## src/rtl/cascade_channel_sequencer.sv

```systemverilog
// Tags core frame-finish events with a round-robin channel, pairs late results with
// their tags, averages 2^k results per channel and queues means behind valid/ready.
module cascade_channel_sequencer #(
   parameter int CHANELS       = 4,
   parameter int AC_WIDTH      = 32,
   parameter int PH_WIDTH      = 32,
   parameter int TAG_DEPTH     = 4,
   parameter int MAX_MEAN_LOG2 = 4,
   parameter int OUT_DEPTH     = 4,
   parameter int CH_W          = $clog2(CHANELS),
   parameter int K_W           = $clog2(MAX_MEAN_LOG2 + 1),
   parameter int TL_W          = $clog2(TAG_DEPTH + 1)
) (
   input  logic                       clk,
   input  logic                       rst,
   input  logic [CH_W-1:0]            cfg_last_ch,
   input  logic [K_W-1:0]             cfg_mean_log2,
   input  logic                       cfg_clear,
   input  logic                       i_finish,
   input  logic                       i_vld,
   input  logic [AC_WIDTH-1:0]        i_ac,
   input  logic signed [PH_WIDTH-1:0] i_ph,
   output logic [CH_W-1:0]            address_registration,
   output logic [TL_W-1:0]            tag_level,
   output logic                       o_vld,
   input  logic                       o_rdy,
   output logic [CH_W-1:0]            o_addres,
   output logic [AC_WIDTH-1:0]        o_ac,
   output logic signed [PH_WIDTH-1:0] o_ph,
   output logic                       err_tag_ovf,
   output logic                       err_tag_udf,
   output logic                       err_out_ovf
);

   localparam int ACC_AC = AC_WIDTH + MAX_MEAN_LOG2;
   localparam int ACC_PH = PH_WIDTH + MAX_MEAN_LOG2;
   localparam int CNT_W  = MAX_MEAN_LOG2 + 1;
   localparam int TP_W   = $clog2(TAG_DEPTH);
   localparam int OP_W   = $clog2(OUT_DEPTH);
   localparam int OL_W   = $clog2(OUT_DEPTH + 1);

   function automatic logic [TP_W-1:0] tag_ptr_next(input logic [TP_W-1:0] p);
      return (p == TP_W'(TAG_DEPTH - 1)) ? '0 : p + TP_W'(1);
   endfunction

   function automatic logic [OP_W-1:0] out_ptr_next(input logic [OP_W-1:0] p);
      return (p == OP_W'(OUT_DEPTH - 1)) ? '0 : p + OP_W'(1);
   endfunction

   logic [CH_W-1:0]          r_addr;
   logic [CH_W-1:0]          r_tag_mem [TAG_DEPTH];
   logic [TP_W-1:0]          r_tag_rd, r_tag_wr;
   logic [TL_W-1:0]          r_tag_cnt;
   logic [ACC_AC-1:0]        r_ac_sum [CHANELS];
   logic signed [ACC_PH-1:0] r_ph_sum [CHANELS];
   logic [CNT_W-1:0]         r_cnt [CHANELS];
   logic                     r_p_vld;
   logic [CH_W-1:0]          r_p_ch;
   logic [AC_WIDTH-1:0]      r_p_ac;
   logic [PH_WIDTH-1:0]      r_p_ph;
   logic [CH_W-1:0]          r_out_ch [OUT_DEPTH];
   logic [AC_WIDTH-1:0]      r_out_ac [OUT_DEPTH];
   logic [PH_WIDTH-1:0]      r_out_ph [OUT_DEPTH];
   logic [OP_W-1:0]          r_out_rd, r_out_wr;
   logic [OL_W-1:0]          r_out_cnt;
   logic                     r_err_tag_ovf, r_err_tag_udf, r_err_out_ovf;

   logic [CH_W-1:0]          w_last_ch;
   logic [K_W-1:0]           w_k;
   logic                     w_run, w_tag_empty, w_tag_full;
   logic                     w_pop, w_push, w_tag_ovf_ev, w_tag_udf_ev;
   logic [CH_W-1:0]          w_tag;
   logic [ACC_AC-1:0]        w_ac_sum;
   logic signed [ACC_PH-1:0] w_ph_sum;
   logic [CNT_W-1:0]         w_target;
   logic                     w_done;
   logic                     w_out_full, w_out_pop, w_out_push, w_out_ovf_ev;

   assign w_last_ch = (cfg_last_ch >= CH_W'(CHANELS - 1)) ? CH_W'(CHANELS - 1) : cfg_last_ch;
   assign w_k       = (cfg_mean_log2 > K_W'(MAX_MEAN_LOG2)) ? K_W'(MAX_MEAN_LOG2) : cfg_mean_log2;

   // A result arriving with no tag outstanding is dropped even if a tag is pushed this cycle.
   assign w_run        = !cfg_clear;
   assign w_tag_empty  = (r_tag_cnt == TL_W'(0));
   assign w_tag_full   = (r_tag_cnt == TL_W'(TAG_DEPTH));
   assign w_pop        = w_run & i_vld & !w_tag_empty;
   assign w_push       = w_run & i_finish & (!w_tag_full | w_pop);
   assign w_tag_ovf_ev = w_run & i_finish & w_tag_full & !w_pop;
   assign w_tag_udf_ev = w_run & i_vld & w_tag_empty;
   assign w_tag        = r_tag_mem[r_tag_rd];

   assign w_ac_sum = r_ac_sum[w_tag] + ACC_AC'(i_ac);
   assign w_ph_sum = r_ph_sum[w_tag] + ACC_PH'(i_ph);
   assign w_target = (CNT_W'(1) << w_k) - CNT_W'(1);
   assign w_done   = (r_cnt[w_tag] >= w_target);

   assign w_out_full   = (r_out_cnt == OL_W'(OUT_DEPTH));
   assign w_out_pop    = o_vld & o_rdy;
   assign w_out_push   = r_p_vld & (!w_out_full | w_out_pop);
   assign w_out_ovf_ev = r_p_vld & w_out_full & !w_out_pop;

   // Address counter, tag FIFO and error flags.
   always_ff @(posedge clk) begin
      if (rst || cfg_clear) begin
         r_addr        <= '0;
         r_tag_rd      <= '0;
         r_tag_wr      <= '0;
         r_tag_cnt     <= '0;
         r_err_tag_ovf <= 1'b0;
         r_err_tag_udf <= 1'b0;
         for (int i = 0; i < TAG_DEPTH; i++) r_tag_mem[i] <= '0;
      end else begin
         if (i_finish) begin
            r_addr <= (r_addr >= w_last_ch) ? '0 : r_addr + CH_W'(1);
         end
         if (w_push) begin
            r_tag_mem[r_tag_wr] <= r_addr;
            r_tag_wr            <= tag_ptr_next(r_tag_wr);
         end
         if (w_pop) r_tag_rd <= tag_ptr_next(r_tag_rd);
         r_tag_cnt <= r_tag_cnt + TL_W'(w_push) - TL_W'(w_pop);
         if (w_tag_ovf_ev) r_err_tag_ovf <= 1'b1;
         if (w_tag_udf_ev) r_err_tag_udf <= 1'b1;
      end
   end

   // Per-channel accumulators; a completed group is staged for one cycle.
   always_ff @(posedge clk) begin
      if (rst || cfg_clear) begin
         for (int c = 0; c < CHANELS; c++) begin
            r_ac_sum[c] <= '0;
            r_ph_sum[c] <= '0;
            r_cnt[c]    <= '0;
         end
         r_p_vld <= 1'b0;
         if (rst) begin
            r_p_ch <= '0;
            r_p_ac <= '0;
            r_p_ph <= '0;
         end
      end else begin
         r_p_vld <= w_pop & w_done;
         if (w_pop) begin
            if (w_done) begin
               r_ac_sum[w_tag] <= '0;
               r_ph_sum[w_tag] <= '0;
               r_cnt[w_tag]    <= '0;
               r_p_ch          <= w_tag;
               r_p_ac          <= AC_WIDTH'(w_ac_sum >> w_k);
               r_p_ph          <= PH_WIDTH'(w_ph_sum >>> w_k);
            end else begin
               r_ac_sum[w_tag] <= w_ac_sum;
               r_ph_sum[w_tag] <= w_ph_sum;
               r_cnt[w_tag]    <= r_cnt[w_tag] + CNT_W'(1);
            end
         end
      end
   end

   // Output FIFO survives cfg_clear; only reset empties it.
   always_ff @(posedge clk) begin
      if (rst) begin
         r_out_rd  <= '0;
         r_out_wr  <= '0;
         r_out_cnt <= '0;
         for (int i = 0; i < OUT_DEPTH; i++) begin
            r_out_ch[i] <= '0;
            r_out_ac[i] <= '0;
            r_out_ph[i] <= '0;
         end
      end else begin
         if (w_out_push) begin
            r_out_ch[r_out_wr] <= r_p_ch;
            r_out_ac[r_out_wr] <= r_p_ac;
            r_out_ph[r_out_wr] <= r_p_ph;
            r_out_wr           <= out_ptr_next(r_out_wr);
         end
         if (w_out_pop) r_out_rd <= out_ptr_next(r_out_rd);
         r_out_cnt <= r_out_cnt + OL_W'(w_out_push) - OL_W'(w_out_pop);
      end
   end

   // Output overflow flag.
   always_ff @(posedge clk) begin
      if (rst || cfg_clear) begin
         r_err_out_ovf <= 1'b0;
      end else if (w_out_ovf_ev) begin
         r_err_out_ovf <= 1'b1;
      end else begin
         r_err_out_ovf <= r_err_out_ovf;
      end
   end

   assign address_registration = r_addr;
   assign tag_level            = r_tag_cnt;
   assign o_vld                = (r_out_cnt != OL_W'(0));
   assign o_addres             = o_vld ? r_out_ch[r_out_rd] : '0;
   assign o_ac                 = o_vld ? r_out_ac[r_out_rd] : '0;
   assign o_ph                 = o_vld ? r_out_ph[r_out_rd] : '0;
   assign err_tag_ovf          = r_err_tag_ovf;
   assign err_tag_udf          = r_err_tag_udf;
   assign err_out_ovf          = r_err_out_ovf;

endmodule

```

## config.mk

```make
export PLATFORM = sky130hd
export DESIGN_NAME = cascade_channel_sequencer
export DESIGN_NICKNAME = d
export VERILOG_FILES = /design/src/rtl/cascade_channel_sequencer.sv
export SDC_FILE = /design/constraint.sdc
export NUM_CORES = 1
export LEC_CHECK = 0
export CAP_MARGIN = 5
export CORE_UTILIZATION = 25
export CTS_BUF_LIST = sky130_fd_sc_hd__clkbuf_16
export CTS_CLUSTER_DIAMETER = 40
export CTS_CLUSTER_SIZE = 8
export DETAILED_ROUTE_END_ITERATION = 8
export GPL_TIMING_DRIVEN = 0
export SLEW_MARGIN = 0
export SYNTH_ARGS = -nofsm -noshare
export SYNTH_HDL_FRONTEND = slang
export SYNTH_SLANG_ARGS = --single-unit
```

## constraint.sdc

```tcl
create_clock -name clk -period 9.65 [get_ports clk]
set_input_delay 1.4475 -clock clk [delete_from_list [all_inputs] [get_ports clk]]
set_output_delay 1.4475 -clock clk [all_outputs]
set_load 0.005 [all_outputs]
```

## After elaboration in Yosys (flattened, before gate mapping)

Memories as Yosys holds them, arrays and structs flattened. A register that Yosys moved wholly into a read port is not among the register bits.
Cells that the tools add are included.

- Bits in registers: 86
- RAM bits: 580
- Bits of input ports: 75
- Word-level logic and storage cells: 155
- Memories: 7

- $add $sub $neg: 13
- Magnitude comparators: 4
- Equal/unequal tests: 7
- Shifts and indexed selects: 3
- Mux-type cells: 71
- Bitwise operators: 17
- Reduce and logical (&&, ||, !) cells: 19

Memories:

| name | depth | bits a word | rd ports | clocked after Yosys merged registers in | write ports | line | RTL |
|---|---|---|---|---|---|---|---|
| r_ac_sum | 4 | 36 | 1 | 0 | 4 | 54 | `logic [ACC_AC-1:0] r_ac_sum [CHANELS];` |
| r_ph_sum | 4 | 36 | 1 | 0 | 4 | 55 | `logic signed [ACC_PH-1:0] r_ph_sum [CHANELS];` |
| r_out_ac | 4 | 32 | 1 | 1 | 4 | 62 | `logic [AC_WIDTH-1:0] r_out_ac [OUT_DEPTH];` |
| r_out_ph | 4 | 32 | 1 | 1 | 4 | 63 | `logic [PH_WIDTH-1:0] r_out_ph [OUT_DEPTH];` |
| r_cnt | 4 | 5 | 1 | 0 | 4 | 56 | `logic [CNT_W-1:0] r_cnt [CHANELS];` |
| r_out_ch | 4 | 2 | 1 | 1 | 4 | 61 | `logic [CH_W-1:0] r_out_ch [OUT_DEPTH];` |
| +1 memories | n/a | n/a | n/a | n/a | n/a | n/a |  |

Operator list:

| cell | number |
|---|---|
| $mux W32 | 11 |
| $mux W36 | 4 |
| $add A36 B32 Y36 | 2 |
| $reduce_or A36 Y1 | 2 |
| $reduce_or A32 Y1 | 2 |
| $mux W2 | 28 |
| $shr A36 B3 Y32 | 1 |
| $sshr A36 B3 Y32 | 1 |
| $mux W1 | 25 |
| $and A1 B1 Y1 | 12 |
| $add A2 B1 Y2 const B | 5 |
| $mux W5 | 2 |
| $eq A2 B2 Y1 const B | 4 |
| $add A3 B1 Y3 | 2 |
| $eq A3 B3 Y1 const B | 2 |
| $logic_not A1 Y1 | 6 |
| $sub A3 B1 Y3 | 2 |
| $add A5 B1 Y5 const B | 1 |
| $ge A5 B5 Y1 | 1 |
| $or A1 B1 Y1 | 5 |
| $reduce_or A5 Y1 | 1 |
| $shl A1 B3 Y5 const A | 1 |
| $sub A5 B2 Y5 const B | 1 |
| $reduce_bool A2 Y1 | 2 |
| other kinds (10) | 11 |

## Depth between registers and ports, before layout

- Depth in word-level cells: 12
- Gate-level depth with buffers: 18

## Least setup slack after synthesis

Ideal clock, no wire load.

- Path kind: input to register
- From: input cfg_clear
- To: memory r_ac_sum[3][0] (netlist bit) (enable)
- Arrival: 7481 ps
- Setup slack: 1544 ps
- Stages: 3
- Cell sequence: inv_1 > nand3b_1 > o31ai_1

RTL lines:

| item | line | RTL |
|---|---|---|
| from (decl) | 18 | `input logic cfg_clear,` |
| to (decl) | 54 |  |

==> metrics list <==
- The number of hold buffers added after CTS was 0.
* Per-cell via count in the routed design: 4.76
- Post-route fraction of the period consumed by the critical path: between 60% and 70%
- In this run, synthesis produced a sequential element count of between 600 and 700.
- The detailed router finished its first iteration with 1999 violations.
- The worst setup path is captured at a register.
* Number of enable flip-flop cells after synthesis: roughly 650
- After layout, the minimum clock period comes to around 6.6 ns.
- Unrepaired setup endpoints after global routing: false
* Total clock sinks: 670
* Share of cells above drive strength 1: 12.2%
* Syn Std Cell Area: between 30000 and 40000 µm²
* Smallest setup slack after layout: between 3 and 4 ns
- The worst pin sits at a relative slew slack of 23.8%.
- Proportion of power drawn by the clock network: about two fifths
* First-pass iteration count of the detailed router: 7
- Tightest Hold Check Type: register to register
- The Yosys step of the flow raised 0 warnings.
- First-pass GRT wire length: ~150000 µm
* Average detailed-routed wire length per instance: 21.1 µm
* Share of power burned in combinational logic: a little under a fifth
* Leak: 15.6 nW
* Detailed-placement wirelength estimate: about 75000 µm
- Buffers placed on the I/O ports in this run total 147.
* Async SR Flop Fraction: 0%
- The top cell types in the final layout, fill and taps aside, are sky130_fd_sc_hd__edfxtp_1 (646), sky130_fd_sc_hd__nor2_1 (371), sky130_fd_sc_hd__and2_1 (350).
* Average size of a mapped cell: between 10 and 15 µm²
* Clk Latency, worst-skew pair: just under 0.7 ns
* Total DRC errors in the routed layout: 0
* Maximum root-to-sink buffer count: 3
* Library cell used as clock root buffer: sky130_fd_sc_hd__clkbuf_16
* Net Switching: ~2.3 mW
- For the pin with the worst max-slew slack, the measured transition is 1.14 ns.
- The library cell used most frequently in the layout, excluding fill and tap cells, is sky130_fd_sc_hd__edfxtp_1.
* Post-CTS Setup Bufs: 0
- After floorplanning, the core was divided into approximately 140 placement rows.
- Maximum number of pins on one net before global-route repair: 67
* H-tree levels: 3
- Worst slack at placement: about 2.7 ns
- Measured along the x axis, the die boundary spans around 370 µm.
- Commonest register cell after synthesis: sky130_fd_sc_hd__edfxtp_1
- Global routing finished with a remaining overflow of 0.
* Detailed-route via count: 23300
- Number of max-cap violations: 0
- Setup violations remaining at the end of the flow were counted as 0.
- Post-Route Utilization: a little under a third
- The die covers 139000 µm².
- Of the total power, the share spent switching nets is a little over a quarter.
- After synthesis, flip-flops and latches occupy 57.9% of the total area.
* Internal Pwr Total: ~6.3 mW
* Required time reported for the critical path endpoint: 10.06 ns
- In this run the worst path has a maximum fanout of 10.
- Post-CTS sizing: 0
* Peak supply drop: about 0.00013 V
- Ranking of synthesized cells by area: sky130_fd_sc_hd__edfxtp_1 (56%), sky130_fd_sc_hd__mux4_2 (9.3%), sky130_fd_sc_hd__and2_1 (6.4%)
- Core Region: 136000 µm²
- Total detailed-routing wirelength: roughly 100000 µm
- Dividing total power by cell area gives a power density of 205 nW/µm².
- Initial cell density of the core: approximately a quarter
- After clock tree synthesis, the clock-pin slew on the worst setup and hold paths is 0.05 ns.
* Startpoint kind of the worst setup timing path: register
- For this run, the top clock speed supported by timing is between 0.15 and 0.2 GHz.
- Number of ports placed on the die boundary: 150
* Total CTS buffers: 109
* CTS tree: yes
* Number of antenna repair diodes: 0
* Cell count after synthesis: between 2000 and 3000
* Library cell with the largest summed area after synthesis: sky130_fd_sc_hd__edfxtp_1
- Global routing used approximately 15% of the available tracks.
- At the end of routability-driven placement, the weighted congestion stood at 0.950.
* Antenna violations before repair: 8
* Critical path arrival: approximately 7.0 ns
- Class of the most critical setup path: register to register
- Area added between synthesis and finish: 21.6%
- The net count of the finished layout is about 3200.
* Count of distinct cell types in the synthesized netlist: between 80 and 90
- Worst Clk Skew: approximately 0.05 ns
* Endpoints failing hold: 0
- Run status: finished clean
- Of the total power, registers draw 39.5%.
* Share of the synthesized area in the top cell type: 56.5%
- Max Transition Viols Final: 0
* Post-detailed-route count of antenna-violating nets: 0
- The number of nets in the synthesized netlist is around 3000.
* Via count of the first global-routing pass: 23500
* Die extent in y: about 370 µm
## synthesized netlist by cell type (18+ instances only)
cell type / n
sky130_fd_sc_hd__or2_2: 33
sky130_fd_sc_hd__nor2_1: 371
sky130_fd_sc_hd__xnor2_1: 33
sky130_fd_sc_hd__xor2_1: 37
sky130_fd_sc_hd__edfxtp_1: 646
sky130_fd_sc_hd__clkbuf_1: 128
sky130_fd_sc_hd__inv_1: 110
sky130_fd_sc_hd__a211oi_1: 31
sky130_fd_sc_hd__nand2_1: 173
sky130_fd_sc_hd__a21oi_1: 125
sky130_fd_sc_hd__mux2i_1: 38
sky130_fd_sc_hd__ha_1: 83
sky130_fd_sc_hd__mux4_2: 142
sky130_fd_sc_hd__nor3_1: 35
sky130_fd_sc_hd__buf_2: 18
sky130_fd_sc_hd__dfxtp_1: 24
sky130_fd_sc_hd__o21ai_0: 76
sky130_fd_sc_hd__and2_1: 350
sky130_fd_sc_hd__a21o_1: 31
sky130_fd_sc_hd__o211ai_1: 20
sky130_fd_sc_hd__buf_1: 20
sky130_fd_sc_hd__nand3_1: 23
sky130_fd_sc_hd__a31oi_1: 19
sky130_fd_sc_hd__nand2b_1: 21
## power groups by stage
stage	sequential [mW]	combinational, mW	clock, mW
6_report	3.39	1.62	3.56
5_1_grt	3.40	1.75	3.74
4_1_cts	3.38	1.64	3.61
3_5_place_dp	3.44	1.63	0
3_3_place_gp	3.45	1.61	0
2_1_floorplan	3.42	0.914	0
## per-stage QoR
| stage | instance area [µm²] | total power, mW | instances | hold slack, ns | TNS (ns) |
|---|---|---|---|---|---|
| after global routing | 41800 | 8.88 | 4890 | 0.529 | 0 |
| final | 41800 | 8.57 | 4890 | 0.489 | 0 |
| after CTS | 41800 | 8.63 | 4890 | 0.487 | 0 |
| after detailed placement | 38400 | 5.07 | 4716 | 0.481 | 0 |
| after global placement | 38000 | 5.06 | 4701 | 0.475 | -399.07 |
| after floorplan | 34300 | 4.33 | 2773 | 0.454 | 0 |
## metal layers
layer / share of wire, % / vias up / GRT usage [%]
li1: - / 10700 / -
met1: 43 / 11600 / 19.0
met2: 48 / 804 / 24.6
met3: 6.6 / 160 / 2.69
met4: 2.4 / 4 / 4.25
met5: 0.032 / - / 0
## state kept, by name (all words and copies together) (netlist names), 2 cells and up, named ones only
signal and cells:
address_registration 2, r_ac_sum 144, r_cnt 20, r_out_ac 128, r_out_ch 8, r_out_cnt 3
r_out_ph 128, r_out_rd 2, r_out_wr 2, r_p_ac 32, r_p_ch 2, r_p_ph 32
r_ph_sum 144, r_tag_mem 8, r_tag_rd 2, r_tag_wr 2, tag_level 3
## cell type report
type	instances	area, µm²
fill	13700	94000
sequential	670	19900
multi-input combinational	1822	13400
clock buffer	109	2730
tap	1781	2230
timing repair buffer	162	1800
buffer	168	662
clock inverter	65	617
inverter	113	424
## cell families after synthesis
kind of cell / Yosys count / share of synthesized area, %
other cells: 1 / 0.0109
xor+xnor: 71 / 1.83
compound gates: 417 / 7.94
mux: 186 / 10.7
simple gates: 1060 / 15.3
buf+inv: 281 / 3.16
flops: 670 / 57.9
fa+ha+maj: 87 / 3.26
## worst paths after layout
path / from / endpoint / slack, ns / depth (start not counted)
hold / removal: r_out_rd[1] / r_out_rd[1] / 0.49 / 2
setup / recovery: register / r_p_ph[31] / 3.08 / 17
hold reg to reg: r_out_rd[1] / r_out_rd[1] / 0.49 / 2
setup reg to reg: register / r_p_ph[31] / 3.08 / 17
## critical path, stage by stage, from the launching register on
cell and delay [ns]:
sky130_fd_sc_hd__dfxtp_1 0.35, sky130_fd_sc_hd__mux4_1 0.40, sky130_fd_sc_hd__buf_6 0.21, sky130_fd_sc_hd__clkbuf_1 0.55, sky130_fd_sc_hd__buf_1 0.61, sky130_fd_sc_hd__clkbuf_1 0.71, sky130_fd_sc_hd__mux4_2 0.41, sky130_fd_sc_hd__ha_1 0.28
sky130_fd_sc_hd__buf_2 0.18, sky130_fd_sc_hd__nand4_1 0.15, sky130_fd_sc_hd__and2b_2 0.27, sky130_fd_sc_hd__o211ai_1 0.09, sky130_fd_sc_hd__nand3_1 0.24, sky130_fd_sc_hd__a41oi_1 0.29, sky130_fd_sc_hd__o41ai_1 0.49, sky130_fd_sc_hd__xor2_1 0.48
sky130_fd_sc_hd__nor3_1 0.10, sky130_fd_sc_hd__nor4b_1 0.47
No activity file was read; power rests on OpenSTA's default activity.
